`src/rtl/mmu_merge_sched_if.sv`:
```
// Drive/free pulse handshake bundle between the requester ports, the scheduler and the downstream stage.
// i_join exists only when MMU_SCHED_JOIN_EN is defined.
interface mmu_merge_sched_if #(
  parameter int NUM_PORTS = 3
);
  logic [NUM_PORTS-1:0] i_drive;
  logic [NUM_PORTS-1:0] o_free;
  logic                 o_driveNext;
  logic                 i_freeNext;
  logic [1:0]           o_grant_id;
  logic                 o_busy;
  logic                 o_timeout;
  logic                 o_overflow;
  logic                 o_spurious;
`ifdef MMU_SCHED_JOIN_EN
  logic                 i_join;
`endif

  modport master (
`ifdef MMU_SCHED_JOIN_EN
    output i_join,
`endif
    output i_drive,
    output i_freeNext,
    input  o_free,
    input  o_driveNext,
    input  o_grant_id,
    input  o_busy,
    input  o_timeout,
    input  o_overflow,
    input  o_spurious
  );

  modport slave (
`ifdef MMU_SCHED_JOIN_EN
    input  i_join,
`endif
    input  i_drive,
    input  i_freeNext,
    output o_free,
    output o_driveNext,
    output o_grant_id,
    output o_busy,
    output o_timeout,
    output o_overflow,
    output o_spurious
  );
endinterface

```
`src/rtl/mmu_merge_sched.sv`:
```
// Round-robin scheduler sharing one downstream MMU stage among NUM_PORTS pulse-handshake requesters.
// Optional MMU_SCHED_JOIN_EN adds i_join: wait for every port, issue once, free all ports together.
module mmu_merge_sched #(
  parameter int NUM_PORTS = 3,
  parameter int TO_W      = 8,
  parameter int TIMEOUT   = 200
) (
  input logic          clk,
  input logic          rst,
  mmu_merge_sched_if.slave bus
);
  // state | meaning
  // IDLE  | no grant outstanding, arbitrating among pending ports
  // ISSUE | o_driveNext cycle for the granted port
  // WAIT  | waiting for i_freeNext or timeout expiry
  typedef enum logic [1:0] {IDLE, ISSUE, WAIT} state_t;

  localparam logic [TO_W-1:0] TO_VAL   = TO_W'(TIMEOUT);
  localparam logic [1:0]      LAST_RST = 2'(NUM_PORTS - 1);

  state_t               state, state_nxt;
  logic [NUM_PORTS-1:0] pending, pending_nxt;
  logic [NUM_PORTS-1:0] clr_mask, free_nxt;
  logic [1:0]           last, last_nxt;
  logic [1:0]           grant, grant_nxt;
  logic [1:0]           winner;
  logic [TO_W-1:0]      cnt, cnt_nxt;
  logic                 complete;
  logic                 timeout_nxt;
  logic                 overflow_set;
  logic                 spurious_set;
  logic                 join_mode;

`ifdef MMU_SCHED_JOIN_EN
  assign join_mode = bus.i_join;
`else
  assign join_mode = 1'b0;
`endif

  function automatic logic [1:0] rr_idx(input logic [1:0] base, input int off);
    int t;
    t = int'(base) + off;
    if (t >= NUM_PORTS) t = t - NUM_PORTS;
    return 2'(t);
  endfunction

  // Scan from farthest to nearest so the port closest after 'last' is written last and wins.
  always_comb begin
    winner = '0;
    for (int i = NUM_PORTS; i >= 1; i--) begin
      for (int k = 0; k < NUM_PORTS; k++) begin
        if (pending[k] && (rr_idx(last, i) == 2'(k))) winner = 2'(k);
      end
    end
  end

  always_comb begin
    state_nxt   = state;
    grant_nxt   = grant;
    last_nxt    = last;
    cnt_nxt     = cnt;
    complete    = 1'b0;
    timeout_nxt = 1'b0;
    clr_mask    = '0;
    free_nxt    = '0;

    case (state)
      IDLE: begin
        if (join_mode ? (&pending) : (|pending)) begin
          state_nxt = ISSUE;
          grant_nxt = join_mode ? 2'd0 : winner;
          cnt_nxt   = '0;
        end
      end
      ISSUE: begin
        state_nxt = WAIT;
        complete  = bus.i_freeNext;
      end
      WAIT: begin
        cnt_nxt = cnt + 1'b1;
        if (bus.i_freeNext) begin
          complete = 1'b1;
        end else if ((TIMEOUT != 0) && (cnt_nxt == TO_VAL)) begin
          complete    = 1'b1;
          timeout_nxt = 1'b1;
        end
      end
      default: state_nxt = IDLE;
    endcase

    if (complete) begin
      state_nxt = IDLE;
      for (int k = 0; k < NUM_PORTS; k++) begin
        clr_mask[k] = join_mode || (grant == 2'(k));
      end
      free_nxt = clr_mask;
      if (!join_mode) last_nxt = grant;
    end
  end

  // A drive landing on the completion edge survives the clear as a fresh token.
  assign pending_nxt  = (pending & ~clr_mask) | bus.i_drive;
  assign overflow_set = |(bus.i_drive & pending & ~clr_mask);
  assign spurious_set = (state == IDLE) && bus.i_freeNext;

  always_ff @(posedge clk or posedge rst) begin
    if (rst) begin
      state           <= IDLE;
      pending         <= '0;
      last            <= LAST_RST;
      grant           <= '0;
      cnt             <= '0;
      bus.o_free      <= '0;
      bus.o_driveNext <= 1'b0;
      bus.o_busy      <= 1'b0;
      bus.o_timeout   <= 1'b0;
      bus.o_overflow  <= 1'b0;
      bus.o_spurious  <= 1'b0;
    end else begin
      state           <= state_nxt;
      pending         <= pending_nxt;
      last            <= last_nxt;
      grant           <= grant_nxt;
      cnt             <= cnt_nxt;
      bus.o_free      <= free_nxt;
      bus.o_driveNext <= (state_nxt == ISSUE);
      bus.o_busy      <= (state_nxt != IDLE);
      bus.o_timeout   <= timeout_nxt;
      if (overflow_set) bus.o_overflow <= 1'b1;
      if (spurious_set) bus.o_spurious <= 1'b1;
    end
  end

  assign bus.o_grant_id = grant;

endmodule

```
`src/flat_wrapper.sv`:
```
// flat-port wrapper written by rule: the top's interface ports become plain ports
module mmu_merge_sched_flat 
#(
  parameter int NUM_PORTS = 3,
  parameter int TO_W      = 8,
  parameter int TIMEOUT   = 200
)
  (clk, rst, bus_i_drive, bus_i_freeNext, bus_o_free, bus_o_driveNext, bus_o_grant_id, bus_o_busy, bus_o_timeout, bus_o_overflow, bus_o_spurious);
  mmu_merge_sched_if #(.NUM_PORTS(NUM_PORTS)) bus_i ();
  input logic clk;
  input logic rst;
  input wire logic [$bits(bus_i.i_drive)-1:0] bus_i_drive;
  input wire logic [$bits(bus_i.i_freeNext)-1:0] bus_i_freeNext;
  output wire logic [$bits(bus_i.o_free)-1:0] bus_o_free;
  output wire logic [$bits(bus_i.o_driveNext)-1:0] bus_o_driveNext;
  output wire logic [$bits(bus_i.o_grant_id)-1:0] bus_o_grant_id;
  output wire logic [$bits(bus_i.o_busy)-1:0] bus_o_busy;
  output wire logic [$bits(bus_i.o_timeout)-1:0] bus_o_timeout;
  output wire logic [$bits(bus_i.o_overflow)-1:0] bus_o_overflow;
  output wire logic [$bits(bus_i.o_spurious)-1:0] bus_o_spurious;
  assign bus_i.i_drive = bus_i_drive;
  assign bus_i.i_freeNext = bus_i_freeNext;
  assign bus_o_free = bus_i.o_free;
  assign bus_o_driveNext = bus_i.o_driveNext;
  assign bus_o_grant_id = bus_i.o_grant_id;
  assign bus_o_busy = bus_i.o_busy;
  assign bus_o_timeout = bus_i.o_timeout;
  assign bus_o_overflow = bus_i.o_overflow;
  assign bus_o_spurious = bus_i.o_spurious;
  mmu_merge_sched #(.NUM_PORTS(NUM_PORTS), .TO_W(TO_W), .TIMEOUT(TIMEOUT)) u_core (.clk(clk), .rst(rst), .bus(bus_i));
endmodule
```
`config.mk`:
```
export PLATFORM = sky130hd
export DESIGN_NAME = mmu_merge_sched_flat
export DESIGN_NICKNAME = d
export VERILOG_FILES = /design/src/rtl/mmu_merge_sched_if.sv /design/src/rtl/mmu_merge_sched.sv /design/src/flat_wrapper.sv
export SDC_FILE = /design/constraint.sdc
export NUM_CORES = 1
export LEC_CHECK = 0
export ABC_AREA = 1
export CELL_PAD_IN_SITES_DETAIL_PLACEMENT = 1
export CELL_PAD_IN_SITES_GLOBAL_PLACEMENT = 2
export CORE_UTILIZATION = 33
export DETAILED_ROUTE_END_ITERATION = 16
export DONT_BUFFER_PORTS = 1
export GPL_TIMING_DRIVEN = 0
export PLACE_DENSITY_LB_ADDON = 0.1
export SYNTH_ARGS = -nofsm -noshare
export SYNTH_HDL_FRONTEND = slang
export SYNTH_SLANG_ARGS = --single-unit
```
`constraint.sdc`:
```
create_clock -name clk -period 1.65 [get_ports clk]
set_input_delay 0.33 -clock clk [delete_from_list [all_inputs] [get_ports clk]]
set_output_delay 0.33 -clock clk [all_outputs]
set_load 0.1 [all_outputs]
```
**After elaboration in Yosys (flattened, before gate mapping)**

Index checks and enable logic that the tools add are counted.

- Flip-flop bits (word level): 25

- $lt $le $gt $ge: 3
- Reductions and logical operators: 19
- Equal/unequal tests: 13
- Add/sub/neg operators: 7
- Muxes and demuxes: 22
- Bitwise gates (word level): 5

Operator list:

| operator | number |
|---|---|
| 2-bit two-way mux | 12 |
| 8-bit case mux with 2 select lines | 1 |
| 2-bit by 1-bit equality test with 1-bit output (second input constant) | 6 |
| 2-bit equality test (second input constant) | 5 |
| 3-bit bitwise AND | 3 |
| 3-bit by 2-bit >= comparator with 1-bit output (second input constant) | 3 |
| 1-bit logical AND | 9 |
| 8-bit by 1-bit adder with 8-bit output (second input constant) | 1 |
| 8-bit equality test (second input constant) | 1 |
| 2-bit logical NOT | 4 |
| 8-bit two-way mux | 1 |
| 2-bit by 2-bit adder with 3-bit output (second input constant) | 2 |
| 2-bit case mux with 3 select lines | 1 |
| 3-bit OR reduction | 2 |
| 1-bit two-way mux | 5 |
| 2-bit AND reduction | 2 |
| 2-bit nonzero test | 2 |
| 2-bit by 1-bit subtractor with 2-bit output (second input constant) | 2 |
| 2-bit by 1-bit adder with 3-bit output (second input constant) | 1 |
| 3-bit two-way mux | 1 |
| 3-bit inverter | 1 |
| 3-bit OR | 1 |
| 2-bit by 1-bit inequality test with 1-bit output (second input constant) | 1 |
| 1-bit case mux with 2 select lines | 1 |
| 2-bit subtractor (second input constant) | 1 |

**Depth between registers and ports, before layout**

Gate-level depths: netlist (run 1).

- Depth after elaboration: 13
- Gate-level depth with buffers: 14
- Mapped depth without buffers: 14

**Least setup slack after synthesis (run 1)**

OpenSTA, ideal clock, no wires.

- Kind: reg2reg
- Start: reg u_core.grant[0], in the netlist u_core.bus.o_grant_id[0]
- End: reg u_core.bus.o_overflow
- Required time: 1528 ps
- Cell stages (with the launch flop): 8
- Setup time: 122 ps
- Path buffers: 0
- Period minus slack after synthesis: 1619 ps
- Data arrival time: 1497 ps
- Path slack: 31 ps
- Cell sequence: dfrtp_1 inv_1 nor2_1 nand3_2 nand2_1 nand2_1 inv_1 nand2_1

- Longest elaborated chain between the ends: 5
- Elaborated cells between the ends (all ways): 7
- Classes of those cells: eq/ne: 2; mux: 1; bitwise: 2; reduce/logical: 2

RTL lines:

| what | line | RTL |
|---|---|---|
| start, declared | mmu_merge_sched.sv:25 | `logic [1:0] grant, grant_nxt;` |
| start signal, assigned | mmu_merge_sched.sv:123 | `grant <= grant_nxt;` |
| 2-bit by 1-bit equality test with 1-bit output, or another cell as far along | mmu_merge_sched.sv:94 | `clr_mask[k] = join_mode \|\| (grant == 2'(k));` |
| 3-bit two-way mux * | mmu_merge_sched.sv:91 | `if (complete) begin` |
| 3-bit inverter * | mmu_merge_sched.sv:103 | `assign overflow_set = \|(bus.i_drive & pending & ~clr_mask);` |
| 3-bit bitwise AND * | mmu_merge_sched.sv:103 |  |
| 3-bit OR reduction * | mmu_merge_sched.sv:103 |  |
| end signal, assigned | mmu_merge_sched.sv:117 | `bus.o_overflow <= 1'b0;` |
| end signal, assigned | mmu_merge_sched.sv:129 | `if (overflow_set) bus.o_overflow <= 1'b1;` |
| end, declared | mmu_merge_sched_if.sv:45 | `output o_overflow,` |

Every way passes the cells marked *; elsewhere a longest branch is shown, timed or not.
A chain may end at the register's enable or synchronous reset.

**Worst setup path in the final report (run 1)**

- Start: reg u_core.cnt[1]
- End: reg u_core.bus.o_overflow

- Longest elaborated chain between the ends: 9

RTL lines:

| what | line | RTL |
|---|---|---|
| start, declared | mmu_merge_sched.sv:27 | `logic [TO_W-1:0] cnt, cnt_nxt;` |
| start signal, assigned | mmu_merge_sched.sv:124 | `cnt <= cnt_nxt;` |
| 8-bit by 1-bit adder with 8-bit output | mmu_merge_sched.sv:80 | `cnt_nxt = cnt + 1'b1;` |
| 8-bit equality test | mmu_merge_sched.sv:83 | `end else if ((TIMEOUT != 0) && (cnt_nxt == TO_VAL)) begin` |
| 1-bit two-way mux | mmu_merge_sched.sv:83 |  |
| 1-bit two-way mux | mmu_merge_sched.sv:81 | `if (bus.i_freeNext) begin` |
| 1-bit case mux with 2 select lines | mmu_merge_sched.sv:67 | `case (state)` |
| 3-bit two-way mux | mmu_merge_sched.sv:91 |  |
| 3-bit inverter | mmu_merge_sched.sv:103 |  |
| 3-bit bitwise AND | mmu_merge_sched.sv:103 |  |
| 3-bit OR reduction | mmu_merge_sched.sv:103 |  |

Every way passes these cells.

==> results of run 1 <==
[state kept, by name (all words and copies together), names as in the netlist]
| name | flops |
|---|---|
| u_core.bus.o_busy | 1 |
| u_core.bus.o_grant_id | 2 |
| u_core.bus.o_spurious | 1 |
| u_core.last | 2 |
| u_core.pending | 3 |
| u_core.state | 2 |
| u_core.bus.o_overflow | 1 |
| u_core.cnt | 8 |
| u_core.bus.o_free | 3 |
| u_core.bus.o_timeout | 1 |
| u_core.bus.o_driveNext | 1 |
[power by group through the flow]
stage | clock (uW) | sequential [uW] | combinational (uW)
floorplan | 0 | 1280 | 660
global placement | 0 | 1320 | 814
detailed placement | 0 | 1330 | 840
CTS | 390 | 1310 | 895
global route | 410 | 1360 | 1100
finish | 360 | 1330 | 947
[per-stage QoR]
stage               cells  setup TNS [ns]  worst slack, ns
floorplan             151               0           0.0306
global placement      199           -1.43           -0.143
detailed placement    199           -2.38           -0.190
CTS                   207          -0.247          -0.0853
global route          210          -0.522           -0.119
finish                210         -0.0115          -0.0115
[Yosys cell counts]
cell	number	area [um^2]
nand3_2	4	40.0
nand2_2	4	25.0
a31oi_1	1	6.26
nor3_1	2	10.0
nand2_4	1	11.3
a21boi_4	1	18.8
dfrtp_1	24	601
o21ai_1	3	15.0
ha_1	7	87.6
o21bai_1	2	15.0
inv_1	29	109
o2111ai_1	1	8.76
nor2_2	2	12.5
nand3_1	9	45.0
nor2_1	12	45.0
nand4_1	2	12.5
o22ai_1	5	31.3
dfstp_2	1	26.3
clkinv_2	1	5.00
a21o_1	2	15.0
nand2_1	29	109
o32ai_1	1	8.76
a21oi_1	4	20.0
o211ai_1	1	7.51
o21ai_0	3	15.0
[logic make-up after synthesis]
logic type	count (synthesis)	share of synthesized area
compound gates	24	0.124
fa+ha+maj	7	0.0674
buf+inv	30	0.0876
flops	25	0.482
simple gates	65	0.239
[layer usage]
| metal | share of wire | vias to the layer above | routed length (um) | GRT usage |
|---|---|---|---|---|
| met3 | 0.038 | 4 | 113 | 0.0387 |
| li1 | - | 507 | - | - |
| met5 | 0 | - | 0 | 0 |
| met4 | 0.0068 | 0 | 20 | 0.0500 |
| met2 | 0.53 | 11 | 1560 | 0.288 |
| met1 | 0.42 | 498 | 1250 | 0.192 |
[worst max path at each step]
stage	start	to	slack, ns	depth (start not counted)
6_report	u_core.cnt[1]	u_core.bus.o_overflow	-0.01	12
2_1_floorplan	u_core.bus.o_grant_id[0]	u_core.bus.o_overflow	0.03	7
4_1_cts	u_core.cnt[1]	u_core.bus.o_overflow	-0.09	12
3_5_place_dp	u_core.cnt[0]	u_core.bus.o_overflow	-0.19	12
3_3_place_gp	u_core.bus.o_grant_id[0]	u_core.bus.o_overflow	-0.14	7
5_1_grt	u_core.cnt[1]	u_core.bus.o_overflow	-0.12	12
[repair_timing]
item / CTS / global route
setup endpoints to repair: 19 / 21
pin swaps: 0 / 8
gates resized for setup: 5 / 18
buffers inserted: 4 / 3
[worst register-to-register path, delay by kind of cell (launching register included)]
family                   cells  cell delay, ns
buffers and inverters        1            0.07
AND/OR/NAND/NOR              9            0.75
adder cells (fa/ha/maj)      1            0.17
AO/OA/AOI/OAI                1            0.15
flip-flops                   1            0.42
[cell usage in the layout, fill, tap and decap left out, drive strengths merged]
cell and n:
inv 30, dfrtp 24, nor2 14, buf 7, a31oi 1, ha 7, nand3 13, a21o 2
nand4 2, a21oi 4, a21boi 1, dfstp 1, o211ai 1, o32ai 1, o21ai 6, nand2 34
o2111ai 1, clkbuf 4, o21bai 2, o22ai 5, nor3 2
[cell type report]
class,count,area [um^2],area share
Sequential cell,25,633,0.413
Multi-Input combinational cell,96,624,0.407
Inverter,30,115,0.0750
Tap cell,48,60.1,0.0392
Timing Repair Buffer,7,56.3,0.0367
Clock buffer,4,45.0,0.0294
==> results.cfg, run 1 <==
[run_status]
status = finished with violations
violations = setup timing

[critical_path]
cp-end-kind = flop
r2r_slack_ns = -0.01
cp-start-kind = flop
worstSetupPathType = flop to flop
crit_family = simple AND/OR/NAND/NOR gates
r2r-start = u_core.cnt[1]
cp.buffers_inverters = 1
reg2regPathDepth = 12
cp_common_cell = nand2_1
slowest_delay_ns = 0.42
crit_chain = ha_4 -> nand2_4 -> inv_4 -> nand2_1 -> nand2_1 -> nand3_1 -> nor2_2 -> nand2_2 -> nand2_4 -> nand3_2 -> a21oi_2 -> nand2_1
cp.required_ns = 1.81
timing.rr.end = u_core.bus.o_overflow
critical-path-slowest-cell = dfrtp_2
cp_max_fo = 5
cp.arrival_ns = 1.82

[hold_path]
whs_endpoint = u_core.bus.o_timeout
worstHoldStart = bus_i_freeNext
hold_class = primary input to flop
min_path_cells = 1

[sta]
tightest_slew_ns = 0.980
relSlewSlack = 0.346
drv_slew = 0
setup_viol = 1
finClkSkew_ns = 0.00449
hold-worst-slack_ns = 0.120
fmax_mhz = 602
fin_crit_ns = 1.66
rsz0062_at_grt = yes
finalHoldViolCount = 0
worst_slack_ns = -0.0115
period_share = 1.01

[logic_synthesis]
synth_fp_nets = 164
yosysSeqAreaShare = 0.482
synthCells = 151
ys_ff_latch = 25
yosysWarnings = 0
synthesis.area_per_instance_um2 = 8.61
synth_cell_types = 25
syn-cell-area_um2 = 1300

[drt]
wl_per_cell_um = 14.0
wl_um = 2940
via_per_inst = 4.86
drcViolationCount = 0
drt_first_iter_violations = 25
vias = 1020
ant_nets = 0
drtPass1Iterations = 4

[floorplanning]
die_area_um2 = 4190
ios = 16
start_util = 0.350
core_um2 = 3720
rows = 22
die_w_um = 64.8
die_h_um = 64.8

[cells_and_area]
layout.nets = 176
synthToLayoutAreaGrowth_pct = 18.0
drive_gt1_frac = 0.253
final_util = 0.413
final_cell_area_um2 = 1530
fillCellCount = 447
diodes = 0

[cts]
ctsHoldBuffers = 0
htree_levels = 1
clock-sinks = 25
cts.clk_slew.worst_paths_ns = 0.09
cts_tree = done
root_buffer = clkbuf_8
cts_buffer_depth = 2
clkLatencyLatePin_ns = 0.27
cts_inserted_buffers = 3

[global_routing]
grt_usage = 0.163
grt_pass1_vias = 1137
grt_first_pass_wirelength_um = 5140
grt_antenna_before_repair = 0
gr-total-overflow = 0
grt_max_degree = 26

[power]
combPwrFrac = 0.359
ir_drop_v = 0.000876
clkPwrFrac = 0.136
p_sw_frac = 0.500
p_int_uw = 1320
leakage_uw = 0.000736
switching_power_uw = 1320
power_density_nw_per_um2 = 1720
pwr-share-seq = 0.505
finalPower_uw = 2640

[placement]
placed_area_um2 = 1360
gp_congestion = 0.766
dp_hpwl_um = 2220
portBuffers = 0

[flow_run]
maxCapViolCount = 0
No activity file was read; power rests on OpenSTA's default activity.
==> run 2: changes to the inputs <==
- CORE_UTILIZATION: 33 -> 40
- clock period: 1.65 -> 2 ns (I/O delays scaled with it)
==> run 2 against run 1 <==
Effect of this change:
- the flow now finishes without violations
- final area shrank 9.9%
- setup slack gained 0.22 ns
- via count shrank 2.8%
- critical path depth shrank 5
- total power is 24% lower
- clock skew fell by 0.00068 ns
- fmax decreased by 7.5%
- sequential share of layout area is 4.2 points higher
- routed wire length fell by 9.0%
- core utilization increased by 3.6 points
==> results.cfg, run 2 (same netlist as run 1, synthesis figures left out) <==
[critical_path]
cp_max_fo = 5
slowest_delay_ns = 1.04
cp.required_ns = 2.22
critical-path-slowest-cell = dfrtp_1
cp-start-kind = flop
cp_common_cell = nand2_1
worstSetupPathType = flop to flop
cp-end-kind = flop
crit_chain = inv_1 -> nor2_1 -> nand3_2 -> nand2_1 -> nand2_1 -> inv_1 -> nand2_1
cp.arrival_ns = 2.02

[cells_and_area]
regMostFlops = u_core.cnt
largest_register_ffs = 8
layout.nets = 169
stdcell_count = 199
synthToLayoutAreaGrowth_pct = 6.35
reg_top3 = u_core.cnt (8), u_core.bus.o_free (3), u_core.pending (3)
drive_gt1_frac = 0.116
final_cell_mix = 29 x inv_1, 29 x nand2_1, 23 x dfrtp_1
diodes = 0

[floorplanning]
die_h_um = 59.0
start_util = 0.422
ios = 16
die_w_um = 59.0
core_um2 = 3080
die_area_um2 = 3480
rows = 20

[drt]
drt_first_iter_violations = 22
via_per_inst = 4.98
drcViolationCount = 0
vias = 991
wl_um = 2680
wl_per_cell_um = 13.5
ant_nets = 0
drtPass1Iterations = 4

[global_routing]
grt_max_degree = 26
grt_first_pass_wirelength_um = 4700
grt_pass1_vias = 1070
gr-total-overflow = 0
grt_usage = 0.181
grt_antenna_before_repair = 0

[power]
ir_drop_v = 0.000932
finalPower_uw = 1990
power_density_nw_per_um2 = 1440
leakage_uw = 0.000686

[cts]
root_buffer = clkbuf_4
cts_tree = done
cts_inserted_buffers = 3
cts_buffer_depth = 2
clkLatencyLatePin_ns = 0.32
clock-sinks = 25
ctsHoldBuffers = 0
cts.clk_slew.worst_paths_ns = 0.14
post_cts.repair.setup_buffers = 0
htree_levels = 1

[sta]
final.setup.tns_ns = 0
finalHoldViolCount = 0
rsz0062_at_grt = no
drv_slew = 0
fin_crit_ns = 1.80
hold-worst-slack_ns = 0.133
period_share = 0.898
fmax_mhz = 557
relSlewSlack = 0.326
tightest_slew_ns = 1.01
finClkSkew_ns = 0.00381
setup_viol = 0

[run_status]
status = finished, final reports clean

[placement]
portBuffers = 0
gp_congestion = 0.773
dp_hpwl_um = 2050
placed_cells = 195

[hold_path]
hold_class = primary input to flop

[flow_run]
maxCapViolCount = 0
==> run 2: changes by cell type in the layout (fill, tap and decap cells not counted), moves of 2 or more <==
cell,before,now
clkbuf_4,0,3
dfrtp_1,19,23
nand2_1,24,29
a21oi_2,2,0
nand2_2,8,4
a21oi_1,2,4
dfrtp_2,5,1
ha_1,5,7
clkbuf_8,3,0
buf_4,6,0
==> run 2: area by class of cell <==
class                   count  area (um^2)
fillers                   377         1700
multi-input cells          96          559
clock buffers               4         26.3
inverters                  30          114
flip-flops and latches     25          628
well taps                  44         55.1
==> run 2: worst max-delay path: cells and delay by family (launching register included) <==
kind	cells	cell delay (ns)
flip-flops	1	1.04
AND/OR/NAND/NOR	5	0.45
buffers and inverters	2	0.21
==> run 2: what timing repair did <==
action / in CTS / in global routing
endpoints found under the setup margin: 0 / 1
resized for setup: 0 / 1
endpoints found under the hold margin: 0 / 0
==> run 2: worst paths after layout <==
path | start | slack [ns] | to | cells after the start
worst max-delay path | u_core.bus.o_grant_id[1] | 0.20 | u_core.bus.o_overflow | 7
worst min-delay path | bus_i_freeNext | 0.13 | u_core.bus.o_timeout | 1
worst max register to register | u_core.bus.o_grant_id[1] | 0.20 | u_core.bus.o_overflow | 7
worst min register to register | u_core.last[1] | 0.51 | u_core.last[1] | 2
max in group asynchronous | rst | 1.15 | u_core.cnt[0] | 1
min in group asynchronous | rst | 0.18 | u_core.bus.o_free[0] | 1
==> run 2: metrics by stage <==
stage / worst slack [ns] / cell area (um^2) / utilization
2_1_floorplan: 0.381 / 1300 / -
3_3_place_gp: 0.237 / 1360 / 0.440
3_5_place_dp: 0.185 / 1360 / 0.440
4_1_cts: 0.162 / 1380 / 0.449
5_1_grt: 0.0241 / 1380 / 0.449
6_report: 0.204 / 1380 / 0.449
==> run 2: metal layers <==
metal,vias to the layer above,global-route usage,routed length [um]
met4,0,0.0612,19
met1,489,0.228,1260
li1,491,-,-
met2,9,0.315,1350
met5,-,0,0
met3,2,0.0284,48
==> run 2: power breakdown <==
group          internal [uW]  total, uW  leakage (uW)  switching, uW
clock                   77.9        232     0.0000150            154
sequential               632       1080      0.000303            453
combinational            248        677      0.000368            428
total                    958       1990      0.000686           1040
